[config.mk]
export PLATFORM = sky130hd
export DESIGN_NAME = band_scale_mc
export DESIGN_NICKNAME = d
export VERILOG_FILES = /design/src/rtl/band_scale_mc.sv
export SDC_FILE = /design/constraint.sdc
export NUM_CORES = 1
export LEC_CHECK = 0
export BUFFER_PORTS_ARGS = -buffer_cell sky130_fd_sc_hd__buf_2
export CAP_MARGIN = 20
export CORE_MARGIN = 2
export CORE_UTILIZATION = 45
export DETAILED_ROUTE_END_ITERATION = 6
export HOLD_SLACK_MARGIN = 0.12
export PLACE_DENSITY_LB_ADDON = 0.12
export SLEW_MARGIN = 25
export SYNTH_ARGS = -nofsm -noshare
export SYNTH_HDL_FRONTEND = slang
export SYNTH_SLANG_ARGS = --single-unit
[constraint.sdc]
create_clock -name clk -period 13.9 [get_ports clk]
set_input_delay 2.78 -clock clk [delete_from_list [all_inputs] [get_ports clk]]
set_output_delay 2.78 -clock clk [all_outputs]
set_load 0.02 [all_outputs]
[src/rtl/band_scale_mc.sv]
// Multi-channel pot-controlled gain stage: squares each pot, ramps the per-channel gain toward it,
// and scales signed audio through one time-shared multiplier with saturated outputs.
module band_scale_mc #(
   parameter int unsigned CH        = 4,
   parameter int unsigned POT_W     = 12,
   parameter int unsigned AUD_W     = 16,
   parameter int unsigned RAMP_STEP = 0
) (
   input  logic                  clk,
   input  logic                  rst,
   input  logic                  in_valid,
   input  logic [CH*POT_W-1:0]   pot,
   input  logic [CH*AUD_W-1:0]   audio,
   output logic [CH*AUD_W-1:0]   scaled,
   output logic                  out_valid,
   output logic                  busy,
   output logic                  overrun
);

   localparam int unsigned PW = POT_W + AUD_W + 1;
   localparam int unsigned CW = (CH > 1) ? $clog2(CH) : 1;
   localparam logic [POT_W-1:0] StepW = POT_W'(RAMP_STEP);

   typedef enum logic [1:0] {StIdle, StRun, StDrain} state_e;

   state_e                   state_q;
   logic [CW-1:0]            idx_q;
   logic                     drain_q;
   logic [CH*POT_W-1:0]      pot_q;
   logic [CH*AUD_W-1:0]      aud_q;
   logic [POT_W-1:0]         gain_q [CH];

   logic                     s1_vld_q;
   logic [CW-1:0]            s1_ch_q;
   logic [POT_W-1:0]         s1_g_q;
   logic signed [AUD_W-1:0]  s1_aud_q;
   logic                     s2_vld_q;
   logic [CW-1:0]            s2_ch_q;
   logic signed [PW-1:0]     prod_q;
   logic [CH*AUD_W-1:0]      shadow_q;
   logic [CH*AUD_W-1:0]      shadow_d;

   // S1: target gain and ramp limiting for the channel being issued
   logic [POT_W-1:0]         cur_pot;
   logic [POT_W-1:0]         cur_gain;
   logic [2*POT_W-1:0]       sq;
   logic [POT_W-1:0]         tgt;
   logic [POT_W-1:0]         diff;
   logic [POT_W-1:0]         g;

   always_comb begin
      cur_pot  = pot_q[idx_q*POT_W +: POT_W];
      cur_gain = gain_q[idx_q];
      sq       = cur_pot * cur_pot;
      tgt      = POT_W'(sq >> POT_W);
      diff     = '0;
      g        = tgt;
      if (RAMP_STEP != 0) begin
         if (tgt > cur_gain) begin
            diff = tgt - cur_gain;
            g    = (32'(diff) > RAMP_STEP) ? cur_gain + StepW : tgt;
         end else begin
            diff = cur_gain - tgt;
            g    = (32'(diff) > RAMP_STEP) ? cur_gain - StepW : tgt;
         end
      end
   end

   // S3: rescale to unity and saturate into the shadow buffer
   logic signed [PW-1:0]     res;
   logic [PW-AUD_W:0]        res_hi;
   logic [AUD_W-1:0]         res_sat;

   always_comb begin
      res    = prod_q >>> (POT_W - 2);
      res_hi = res[PW-1:AUD_W-1];
      if ((&res_hi) || !(|res_hi)) begin
         res_sat = res[AUD_W-1:0];
      end else if (res[PW-1]) begin
         res_sat = {1'b1, {(AUD_W-1){1'b0}}};
      end else begin
         res_sat = {1'b0, {(AUD_W-1){1'b1}}};
      end
      shadow_d = shadow_q;
      if (s2_vld_q) begin
         shadow_d[s2_ch_q*AUD_W +: AUD_W] = res_sat;
      end
   end

   always_ff @(posedge clk) begin
      if (rst) begin
         s1_vld_q <= 1'b0;
         s1_ch_q  <= '0;
         s1_g_q   <= '0;
         s1_aud_q <= '0;
         s2_vld_q <= 1'b0;
         s2_ch_q  <= '0;
         prod_q   <= '0;
         shadow_q <= '0;
         for (int i = 0; i < int'(CH); i++) begin
            gain_q[i] <= '0;
         end
      end else begin
         s1_vld_q <= (state_q == StRun);
         if (state_q == StRun) begin
            gain_q[idx_q] <= g;
            s1_ch_q       <= idx_q;
            s1_g_q        <= g;
            s1_aud_q      <= aud_q[idx_q*AUD_W +: AUD_W];
         end
         s2_vld_q <= s1_vld_q;
         s2_ch_q  <= s1_ch_q;
         prod_q   <= $signed({1'b0, s1_g_q}) * s1_aud_q;
         shadow_q <= shadow_d;
      end
   end

   // The final channel lands in shadow_d on the last drain cycle, so scaled takes shadow_d.
   always_ff @(posedge clk) begin
      if (rst) begin
         state_q   <= StIdle;
         idx_q     <= '0;
         drain_q   <= 1'b0;
         pot_q     <= '0;
         aud_q     <= '0;
         scaled    <= '0;
         out_valid <= 1'b0;
         busy      <= 1'b0;
         overrun   <= 1'b0;
      end else begin
         out_valid <= 1'b0;
         overrun   <= 1'b0;
         unique case (state_q)
            StIdle: begin
               if (in_valid) begin
                  pot_q   <= pot;
                  aud_q   <= audio;
                  idx_q   <= '0;
                  busy    <= 1'b1;
                  state_q <= StRun;
               end
            end
            StRun: begin
               overrun <= in_valid;
               if (idx_q == CW'(CH - 1)) begin
                  drain_q <= 1'b0;
                  state_q <= StDrain;
               end else begin
                  idx_q <= idx_q + 1'b1;
               end
            end
            StDrain: begin
               overrun <= in_valid;
               if (drain_q) begin
                  scaled    <= shadow_d;
                  out_valid <= 1'b1;
                  busy      <= 1'b0;
                  state_q   <= StIdle;
               end else begin
                  drain_q <= 1'b1;
               end
            end
            default: state_q <= StIdle;
         endcase
      end
   end

endmodule

## Word level (Yosys, flattened, before mapping)

Index checks and enable logic that the tools add are counted.

| cells by class | value |
|---|---|
| $add $sub $neg | 2 |
| multiply operators | 3 |
| equal/unequal tests | 7 |
| shift-type cells | 4 |
| muxes and demuxes | 17 |
| bitwise logic cells | 2 |
| reductions and logical operators | 17 |

Operator list:

| operator | count |
|---|---|
| 64-bit bitwise mux | 1 |
| 64-bit 2-to-1 mux | 1 |
| 16-bit by 34-bit variable shift with 64-bit output (first input constant) | 1 |
| 16-bit by 34-bit variable part select with 64-bit output | 1 |
| 64-bit by 7-bit variable part select with 16-bit output | 1 |
| 48-bit by 7-bit variable part select with 12-bit output | 1 |
| 6-bit negator with 34-bit output | 1 |
| 16-bit 2-to-1 mux | 2 |
| 13-bit by 16-bit multiplier with 29-bit output | 1 |
| 12-bit by 12-bit multiplier with 24-bit output | 1 |
| 2-bit 2-to-1 mux | 5 |
| 3-bit AND reduction | 3 |
| 2-bit inequality test (second input constant) | 3 |
| 2-bit case mux with 3 select lines | 1 |
| 2-bit AND reduction | 3 |
| 2-bit nonzero test | 3 |
| 2-bit OR reduction | 3 |
| 2-bit == test (second input constant) | 2 |
| 2-bit by 2-bit multiplier with 4-bit output (second input constant) | 1 |
| 1-bit 2-to-1 mux | 4 |
| 1-bit case mux with 2 select lines | 2 |
| 2-bit case mux with 2 select lines | 1 |
| 4-bit AND reduction | 1 |
| 4-bit OR reduction | 1 |
| 7 further kinds | 8 |

| word-level totals | value |
|---|---|
| flip-flop bits (word level) | 311 |
| input port bits | 115 |
| logic and storage cells | 69 |

## Logic depth before layout (Yosys ltp)

Gate-level depths: netlist of run 1.

| logic depth | value |
|---|---|
| depth in word-level cells | 7 |
| mapped depth | 23 |
| depth with buffers taken out | 20 |

## Worst setup path after synthesis of run 1

No wires, ideal clock.

| timing | value |
|---|---|
| path kind | flip-flop to flip-flop |
| from | register idx_q[0] |
| to | register s1_g_q[9] |
| setup time | 0.122 ns |
| arrival time | 6.098 ns |
| required time | 13.778 ns |
| path slack | 7.680 ns |
| stages on the path, launching flop included | 23 |
| path buffers | 3 |
| clock period less this slack | 6.220 ns |
| cells stage by stage | dfxtp_1 buf_6 buf_2 mux4_2 clkbuf_1 and2_1 fa_1 inv_1 fa_1 inv_1 fa_1 fa_1 inv_1 fa_1 inv_1 ha_1 a21o_1 a21oi_1 nor2b_1 a21o_1 a31o_2 o2111a_1 a311o_1 |

| on the way | value |
|---|---|
| word-level cells in the longest chain between the ends | 3 |

Ends and longest elaborated chain:

| element | RTL line | RTL |
|---|---|---|
| start: declaration | 27 | `logic [CW-1:0] idx_q;` |
| start signal: assignment | 149 | `idx_q <= idx_q + 1'b1;` |
| 2-bit by 2-bit multiplier with 4-bit output | 52 | `cur_pot = pot_q[idx_q*POT_W +: POT_W];` |
| 48-bit by 7-bit variable part select with 12-bit output | 52 |  |
| 12-bit by 12-bit multiplier with 24-bit output | 54 | `sq = cur_pot * cur_pot;` |
| end signal: assignment | 108 | `s1_g_q <= g;` |
| end: declaration | 35 | `logic [POT_W-1:0] s1_g_q;` |

Every way passes these cells.
A chain may end at the register's enable or synchronous reset.

## Worst setup path after layout of run 1

Same ends and word-level chain as after synthesis.

==> results.json, run 1 <==
{
  "outcome": "complete, no violations",
  "avgSynthCellArea_um2": 8.929,
  "setup-tns-final_ps": 0,
  "grt_usage_pct": 21.07,
  "instances_no_fill": 3166,
  "setup_viol_count_final": 0,
  "ys_seq_area_share_pct": 27.69,
  "n_fill_cell": 4523,
  "antenna_left": 0,
  "netlist_instances": 2437,
  "io_buffers": 181,
  "powerDensity_mw_per_mm2": 89.60,
  "clockBufferDepth": 3,
  "ios": 182,
  "die_y_um": 223.9,
  "maxSlewHeadroom_pct": 35.47,
  "diodes": 0,
  "path_buf_inv": 5,
  "hold_viol": 0,
  "worstPathCellList": "buf_4, mux4_2, and2_1, fa_1, inv_1, fa_1, inv_1, fa_1, fa_1, inv_1, fa_1, inv_1, ha_1, a21o_1, a21oi_1, nor2b_1, a21o_1, a31o_2, o2111a_1, a311o_1",
  "startpoint_type": "register",
  "clkLatencyLatePin_ps": 540,
  "p_int_mw": 1.585,
  "cts-root-buf": "clkbuf_16",
  "seqPwrFrac_pct": 43.1,
  "max_freq_mhz": 147.9,
  "combPwrFrac_pct": 13.8,
  "worstSetupEndpointType": "register",
  "cts_tree": "built",
  "grt_pass1_wl_mm": 85.99,
  "post_cts_buffers": 0,
  "fin_util_pct": 50.77,
  "grt-ovfl-total": 0,
  "antenna_found_initial": 1,
  "row_count": 80,
  "dr.pass1.iters": 6,
  "crit_cells": 20,
  "viasPerCell": 5.203,
  "rsz0062_at_grt": "false",
  "hpwl_mm": 39.33,
  "min_path_type": "register to register",
  "timing.max_cap.violations": 0,
  "drc": 0,
  "yosysWarnings": 0,
  "ir_drop_mv": 0.08922,
  "cp_top_family": "adder cells",
  "num-nets-final": 3020,
  "fin_crit_ps": 6761,
  "layout-drive-gt1-share_pct": 11.60,
  "power_leakage_nw": 11.54,
  "gp_congestion": 0.8514,
  "drv_slew": 0,
  "dieArea_mm2": 0.05013,
  "start_util_pct": 45.58,
  "ys_ff_latch": 301,
  "cts_resized": 0,
  "p_sw_share_pct": 27.02,
  "critPathMaxStageDelay_ps": 710,
  "cpMaxStageDelayCell": "mux4_2",
  "netlist_area_mm2": 0.02176,
  "clkTransAtPathRegs_ps": 60,
  "grt_max_degree": 138,
  "fin_skew_ps": 26.14,
  "reg2regPathDepth": 20,
  "cp_common_cell": "fa_1",
  "synthDistinctLibCells": 64,
  "coreArea_mm2": 0.04775,
  "clkPwrFrac_pct": 43.2,
  "crit_type": "register to register",
  "fp.dieW_um": 223.9,
  "power.net_switching_mw": 0.5868,
  "worstPathMaxFanout": 23,
  "synth_edf_count": 0,
  "hold_depth": 2,
  "routed_wl_mm": 51.93,
  "cts_max_level": 2,
  "drt-initial-drc-count": 1006,
  "cts_buffers": 35,
  "dp_cells": 3104,
  "syn_nets": 2930,
  "synthArstFlopShare_pct": 0,
  "vias": 16470,
  "grt_pass1_vias": 16860,
  "synthFlopType": "dfxtp_1",
  "avgRoutedWirePerCell_um": 16.40,
  "min_period_over_period_pct": 48.64,
  "worst_ep_arrival_time_ps": 7170,
  "worst_slew_pin_slew_ps": 960.7,
  "cts_sinks": 301,
  "area_delta_synth_final_pct": 11.40,
  "cts.hold.buffers_added": 0,
  "required_ps": 14310
}
-- cells by family after synthesis --
family	share of synthesized area (%)
AO/OA/AOI/OAI	12.40
XOR/XNOR	0.8049
adder cells (fa/ha/maj)	30.53
buffers and inverters	8.418
flip-flops	27.69
multiplexers	4.180
AND/OR/NAND/NOR	15.98
-- state kept, by name (all words and copies together), names as in the netlist, 2 cells and up --
signal    count
s1_g_q       12
s2_ch_q       2
pot_q        48
s1_ch_q       2
state_q       2
aud_q        64
idx_q         2
shadow_q     64
scaled       64
s1_aud_q     16
prod_q       19
-- through the flow --
step                      worst slack (ps)  instance area [um^2]  power [mW]  hold slack (ps)
after global routing                  6749                 24240       2.274            469.5
after CTS                             7051                 24220       2.196            453.1
after floorplan                       7680                 21760       1.158            413.8
after global placement                7161                 23030       1.246            440.0
final                                 7139                 24240       2.172            450.6
after detailed placement              7073                 23040       1.254            445.5
-- final timing paths --
check / to / slack, ps / start
max: s1_g_q[9]$_SDFFE_PP0P_ / 7140 / idx_q[0]$_SDFFE_PP0P_
min: aud_q[33]$_SDFFE_PP0P_ / 450 / aud_q[33]$_SDFFE_PP0P_
max reg2reg: s1_g_q[9]$_SDFFE_PP0P_ / 7140 / idx_q[0]$_SDFFE_PP0P_
min reg2reg: aud_q[33]$_SDFFE_PP0P_ / 450 / aud_q[33]$_SDFFE_PP0P_
-- layer usage --
metal	track usage (%)	part of all wire [%]
met2	34.53	46
met1	29.67	47
met4	4.667	1.7
met3	2.964	4.5
met5	0	0.025
-- synth_stat cells (4+ instances only) --
master	number	area (um^2)
nor2_1	187	701.9
nand3_1	12	60.06
mux2i_1	20	200.2
xnor2_1	16	140.1
a211o_1	4	35.03
a22oi_1	64	480.5
mux2_2	7	78.83
dfxtp_1	301	6026
a32o_1	4	40.04
clkbuf_1	124	465.5
inv_1	345	1295
nand4_1	8	50.05
and3_1	6	37.54
o21bai_1	8	60.06
a21oi_1	152	760.7
or3_1	6	37.54
o21ai_0	17	85.08
nand2_1	397	1490
nand2b_1	4	25.02
xor2_1	4	35.03
buf_2	6	30.03
fa_1	255	5105
a21o_1	46	345.3
nor3b_1	4	30.03
ha_1	123	1539
buf_1	7	26.28
o21a_1	8	60.06
and2_1	121	757.0
mux4_2	28	630.6
nor2b_1	14	87.58
a211oi_1	74	555.5
nor3_1	14	70.07
-- cell usage in the layout (no fill, tap or decap), types with 16 or more instances in the layout --
cell type  count
clkbuf_16     35
a22oi_1       64
dfxtp_1      300
and2_1       119
a21o_1        46
ha_1         123
mux4_2        28
inv_1        345
fa_1         255
nor2_1       187
o21ai_0       17
mux2i_1       20
a21oi_1      152
a211oi_1      74
xnor2_1       16
nand2_1      396
buf_2        180
-- power by group through the flow --
stage / registers [mW] / clock network, mW / logic (mW)
2_1_floorplan: 0.928 / 0 / 0.230
3_5_place_dp: 0.954 / 0 / 0.300
5_1_grt: 0.940 / 0.994 / 0.339
4_1_cts: 0.936 / 0.959 / 0.301
3_3_place_gp: 0.954 / 0 / 0.293
6_report: 0.936 / 0.937 / 0.299
-- worst register-to-register path, delay by kind of cell, from the launching register on --
family	cells	cell delay [ps]
AO/OA/AOI/OAI	6	1390
buffers and inverters	5	660
flip-flops	1	570
adder cells (fa/ha/maj)	6	2940
multiplexers	1	740
AND/OR/NAND/NOR	2	350
-- area by class of cell --
type                            instances  area [um^2]  share of cell area (%)
Clock buffer                           52         1040                   4.289
Clock inverter                          9        141.4                  0.5833
Inverter                              346         1299                   5.358
Multi-Input combinational cell       1652        13960                   57.59
Sequential cell                       301         6027                   24.86
Tap cell                              615        769.5                   3.174
Timing Repair Buffer                  191         1003                   4.140
Power figures use the tool's default switching activity.
==> inputs of run 2 (changes only) <==
Clock period 13.9 ns to 6.96 ns, I/O delays scaled along.
==> results.json, run 2 (synthesis results as in run 1) <==
{
  "antenna_found_initial": 0,
  "rsz0062_at_grt": "false",
  "coreArea_mm2": 0.04775,
  "startpoint_type": "register",
  "clkLatencyLatePin_ps": 560,
  "required_ps": 7390,
  "min_path_type": "register to register",
  "final_cell_area_mm2": 0.02428,
  "layout_commonest_cell": "nand2_1",
  "fin_crit_ps": 6290,
  "min_period_over_period_pct": 90.38,
  "io_buffers": 181,
  "antenna_left": 0,
  "timing.max_cap.violations": 0,
  "drc": 0,
  "largestRegisters": "aud_q x64, scaled x64, shadow_q x64",
  "powerDensity_mw_per_mm2": 178.3,
  "worst_ep_arrival_time_ps": 6720,
  "cts_resized": 0,
  "cts_buffers": 35,
  "worstSetupEndpointType": "register",
  "gp_congestion": 0.8538,
  "n_fill_cell": 4612,
  "worst_slew_pin_slew_ps": 957.4,
  "post_cts_buffers": 0,
  "grt_pass1_vias": 16950,
  "worstPathMaxFanout": 14,
  "cts_sinks": 301,
  "area_delta_synth_final_pct": 11.56,
  "outcome": "complete, no violations",
  "grt_pass1_wl_mm": 88.35,
  "start_util_pct": 45.58,
  "routed_wl_mm": 53.92,
  "viasPerCell": 5.210,
  "dr.pass1.iters": 5,
  "drv_slew": 0,
  "setup_viol_count_final": 0,
  "hpwl_mm": 41.09,
  "maxSlewHeadroom_pct": 36.17,
  "ios": 182,
  "hold_viol": 0,
  "power_leakage_nw": 11.58,
  "place_area_mm2": 0.02309,
  "cts_max_level": 2,
  "fp.dieW_um": 223.9,
  "drt-initial-drc-count": 819,
  "num-nets-final": 3029,
  "avgRoutedWirePerCell_um": 16.98,
  "diodes": 0,
  "cts.hold.buffers_added": 0,
  "grt-ovfl-total": 0,
  "dieArea_mm2": 0.05013,
  "mostFrequentLayoutCells": "nand2_1, inv_1, dfxtp_1",
  "vias": 16550,
  "grt_max_degree": 141,
  "crit_type": "register to register",
  "fin_skew_ps": 26.03,
  "setup-tns-final_ps": 0,
  "clkTransAtPathRegs_ps": 60,
  "cts_tree": "built",
  "grt_usage_pct": 21.87,
  "die_y_um": 223.9,
  "row_count": 80,
  "ir_drop_mv": 0.1659,
  "clockBufferDepth": 3,
  "layout-drive-gt1-share_pct": 11.95,
  "hold_slack_ps": 438.0,
  "max_freq_mhz": 159.0,
  "cts-root-buf": "clkbuf_16"
}
## run 2: routing by layer
metal	part of all wire, %	global-route usage [%]	wire [um]	vias up
met2	46	35.82	24870	382
met1	47	30.24	25200	8050
met4	2.4	5.548	1284	0
met5	0	0	0	-
li1	-	-	-	8040
met3	4.8	3.581	2570	74
## run 2: metrics by stage
| step | total power, mW | util (%) | cells | setup WS (ps) |
|---|---|---|---|---|
| floorplan | 2.313 | - | 2437 | 739.9 |
| global placement | 2.499 | 48.34 | 3113 | 695.8 |
| detailed placement | 2.517 | 48.36 | 3113 | 628.2 |
| CTS | 4.380 | 50.80 | 3175 | 635.3 |
| global route | 4.539 | 50.85 | 3176 | 356.5 |
| finish | 4.328 | 50.85 | 3176 | 669.8 |
## run 2: power breakdown
| part | leakage (nW) | internal, mW | total [mW] | switching, mW |
|---|---|---|---|---|
| clock | 0.571 | 1.08 | 1.85 | 0.762 |
| sequential | 2.44 | 1.79 | 1.87 | 0.0764 |
| combinational | 8.56 | 0.231 | 0.614 | 0.383 |
## run 2: critical path, cell delays in order, from the launching register on
cell and delay, ps:
dfxtp_2 580, mux4_2 720, and2_1 270, fa_1 510
inv_1 60, fa_1 520, inv_1 60, fa_1 510
fa_1 540, inv_1 50, fa_1 520, inv_1 40
ha_1 320, a21o_1 220, a21oi_1 140, nor2b_1 90
a21o_1 210, a31o_2 250, o2111a_1 240, a311o_1 310
## run 2: final cells by class
type	instances	area, um^2	area share (%)
clock buffers	52	1040	4.283
well taps	615	769.5	3.170
repair buffers	200	1071	4.412
multi-input cells	1652	13940	57.43
clock inverters	10	127.6	0.5257
inverters	346	1299	5.350
flip-flops and latches	301	6027	24.83
## run 2: final timing paths
kind	startpoint	endpoint	cells past startpoint	slack, ps
setup / recovery	idx_q[0]$_SDFFE_PP0P_	s1_g_q[9]$_SDFFE_PP0P_	19	670
hold / removal	s1_vld_q$_SDFF_PP0_	s2_vld_q$_SDFF_PP0_	1	440
setup reg to reg	idx_q[0]$_SDFFE_PP0P_	s1_g_q[9]$_SDFFE_PP0P_	19	670
hold reg to reg	s1_vld_q$_SDFF_PP0_	s2_vld_q$_SDFF_PP0_	1	440
==> inputs of run 3 (changes only) <==
Settings changed: BUFFER_PORTS_ARGS -buffer_cell sky130_fd_sc_hd__buf_2 to -buffer_cell sky130_fd_sc_hd__buf_4.
==> results.json, run 3 (synthesis results as in run 1) <==
{
  "vias": 16400,
  "clkLatencyLatePin_ps": 530,
  "drt-initial-drc-count": 884,
  "dp_slack_ps": 532.0,
  "critPathCapture": "s1_g_q[9]$_SDFFE_PP0P_",
  "diodes": 0,
  "fin_ws_ps": 563.9,
  "cts_resized": 0,
  "num-nets-final": 3027,
  "rsz0062_at_grt": "false",
  "place_area_mm2": 0.02353,
  "fin_crit_ps": 6396,
  "r2r-end": "s1_g_q[9]$_SDFFE_PP0P_",
  "dieArea_mm2": 0.05013,
  "cts_max_level": 2,
  "worstSetupEndpointType": "register",
  "r2r_start": "idx_q[0]$_SDFFE_PP0P_",
  "fp.dieW_um": 223.9,
  "ios": 182,
  "timing.max_cap.violations": 0,
  "row_count": 80,
  "avgRoutedWirePerCell_um": 16.68,
  "min_period_over_period_pct": 91.90,
  "gp_congestion": 0.8751,
  "outcome": "complete, no violations",
  "grt_max_degree": 120,
  "post_cts_buffers": 0,
  "cts_sinks": 301,
  "layout_commonest_cell": "nand2_1",
  "setup_viol_count_final": 0,
  "worst_ep_arrival_time_ps": 6810,
  "powerDensity_mw_per_mm2": 173.6,
  "max_freq_mhz": 156.3,
  "drc": 0,
  "reg2reg_slack_ps": 560,
  "hold_slack_ps": 440.5,
  "clkTransAtPathRegs_ps": 60,
  "io_buffers": 181,
  "antenna_found_initial": 0,
  "required_ps": 7370,
  "start_util_pct": 45.58,
  "cts.hold.buffers_added": 0,
  "startpoint": "idx_q[0]$_SDFFE_PP0P_",
  "power_leakage_nw": 11.64,
  "dr.pass1.iters": 5,
  "hold_viol": 0,
  "startpoint_type": "register",
  "layout-drive-gt1-share_pct": 11.61,
  "mostFrequentLayoutCells": "nand2_1, inv_1, dfxtp_1",
  "cts_buffers": 34,
  "p_total_mw": 4.284,
  "grt-ovfl-total": 0,
  "coreArea_mm2": 0.04775,
  "cts-root-buf": "clkbuf_16",
  "final_cell_area_mm2": 0.02468,
  "area_delta_synth_final_pct": 13.40,
  "worstPathMaxFanout": 13,
  "grt_pass1_vias": 16920,
  "maxSlewHeadroom_pct": 37.31,
  "drv_slew": 0,
  "min_path_type": "register to register",
  "grt_pass1_wl_mm": 87.31,
  "ir_drop_mv": 0.1891,
  "viasPerCell": 5.170,
  "fin_skew_ps": 16.67,
  "hpwl_mm": 40.55,
  "cts_tree": "built",
  "antenna_left": 0,
  "reg2regPathDepth": 18,
  "grt_usage_pct": 21.49,
  "die_y_um": 223.9,
  "worst_slew_pin_slew_ps": 937.0,
  "routed_wl_mm": 52.91,
  "clockBufferDepth": 3,
  "crit_type": "register to register",
  "setup-tns-final_ps": 0,
  "largestRegisters": "aud_q x64, scaled x64, shadow_q x64"
}
[run 3: power by group]
group | switching [mW] | total (mW) | internal, mW
Sequential | 0.0778 | 1.87 | 1.79
Combinational | 0.375 | 0.622 | 0.247
Clock | 0.707 | 1.79 | 1.09
Total | 1.16 | 4.28 | 3.12
[run 3: per-layer routing]
| metal | routed length (um) | GRT usage (%) | up-vias |
|---|---|---|---|
| met1 | 25220 | 30.11 | 7903 |
| met4 | 945 | 4.903 | 0 |
| met2 | 24430 | 35.51 | 401 |
| met5 | 0 | 0 | - |
| met3 | 2319 | 2.807 | 57 |
| li1 | - | - | 8043 |
[run 3: cell type report]
cell class | count | area, um^2
well taps | 615 | 769.5
clock buffers | 52 | 979.7
fillers | 4597 | 23070
repair buffers | 199 | 1518
multi-input cells | 1652 | 13940
inverters | 346 | 1299
flip-flops and latches | 301 | 6027
clock inverters | 8 | 141.4
[run 3: worst min path at each step]
stage	start	to	slack (ps)	depth (start not counted)
after floorplan	s1_vld_q$_SDFF_PP0_	s2_vld_q$_SDFF_PP0_	410	1
after global placement	s1_vld_q$_SDFF_PP0_	s2_vld_q$_SDFF_PP0_	430	1
final	s1_vld_q$_SDFF_PP0_	s2_vld_q$_SDFF_PP0_	440	1
after detailed placement	s1_vld_q$_SDFF_PP0_	s2_vld_q$_SDFF_PP0_	430	1
after global routing	s1_vld_q$_SDFF_PP0_	s2_vld_q$_SDFF_PP0_	470	1
after CTS	s1_vld_q$_SDFF_PP0_	s2_vld_q$_SDFF_PP0_	440	1
[run 3: worst max-delay path, cell delays in order (launching register included)]
cell and delay, ps:
dfxtp_2 550, buf_4 300, mux4_2 690, and2_1 230, fa_1 500, fa_1 550, fa_1 450, fa_1 560
inv_1 60, fa_1 530, inv_1 40, ha_1 320, a21o_1 210, a21oi_1 140, nor2b_1 90, a21o_1 210
a31o_2 260, o2111a_1 260, a311o_1 310
[run 3: metrics by stage]
stage | instances | utilization (%)
floorplan | 2437 | -
global placement | 3112 | 49.27
detailed placement | 3112 | 49.29
CTS | 3172 | 51.64
global route | 3173 | 51.69
finish | 3173 | 51.69
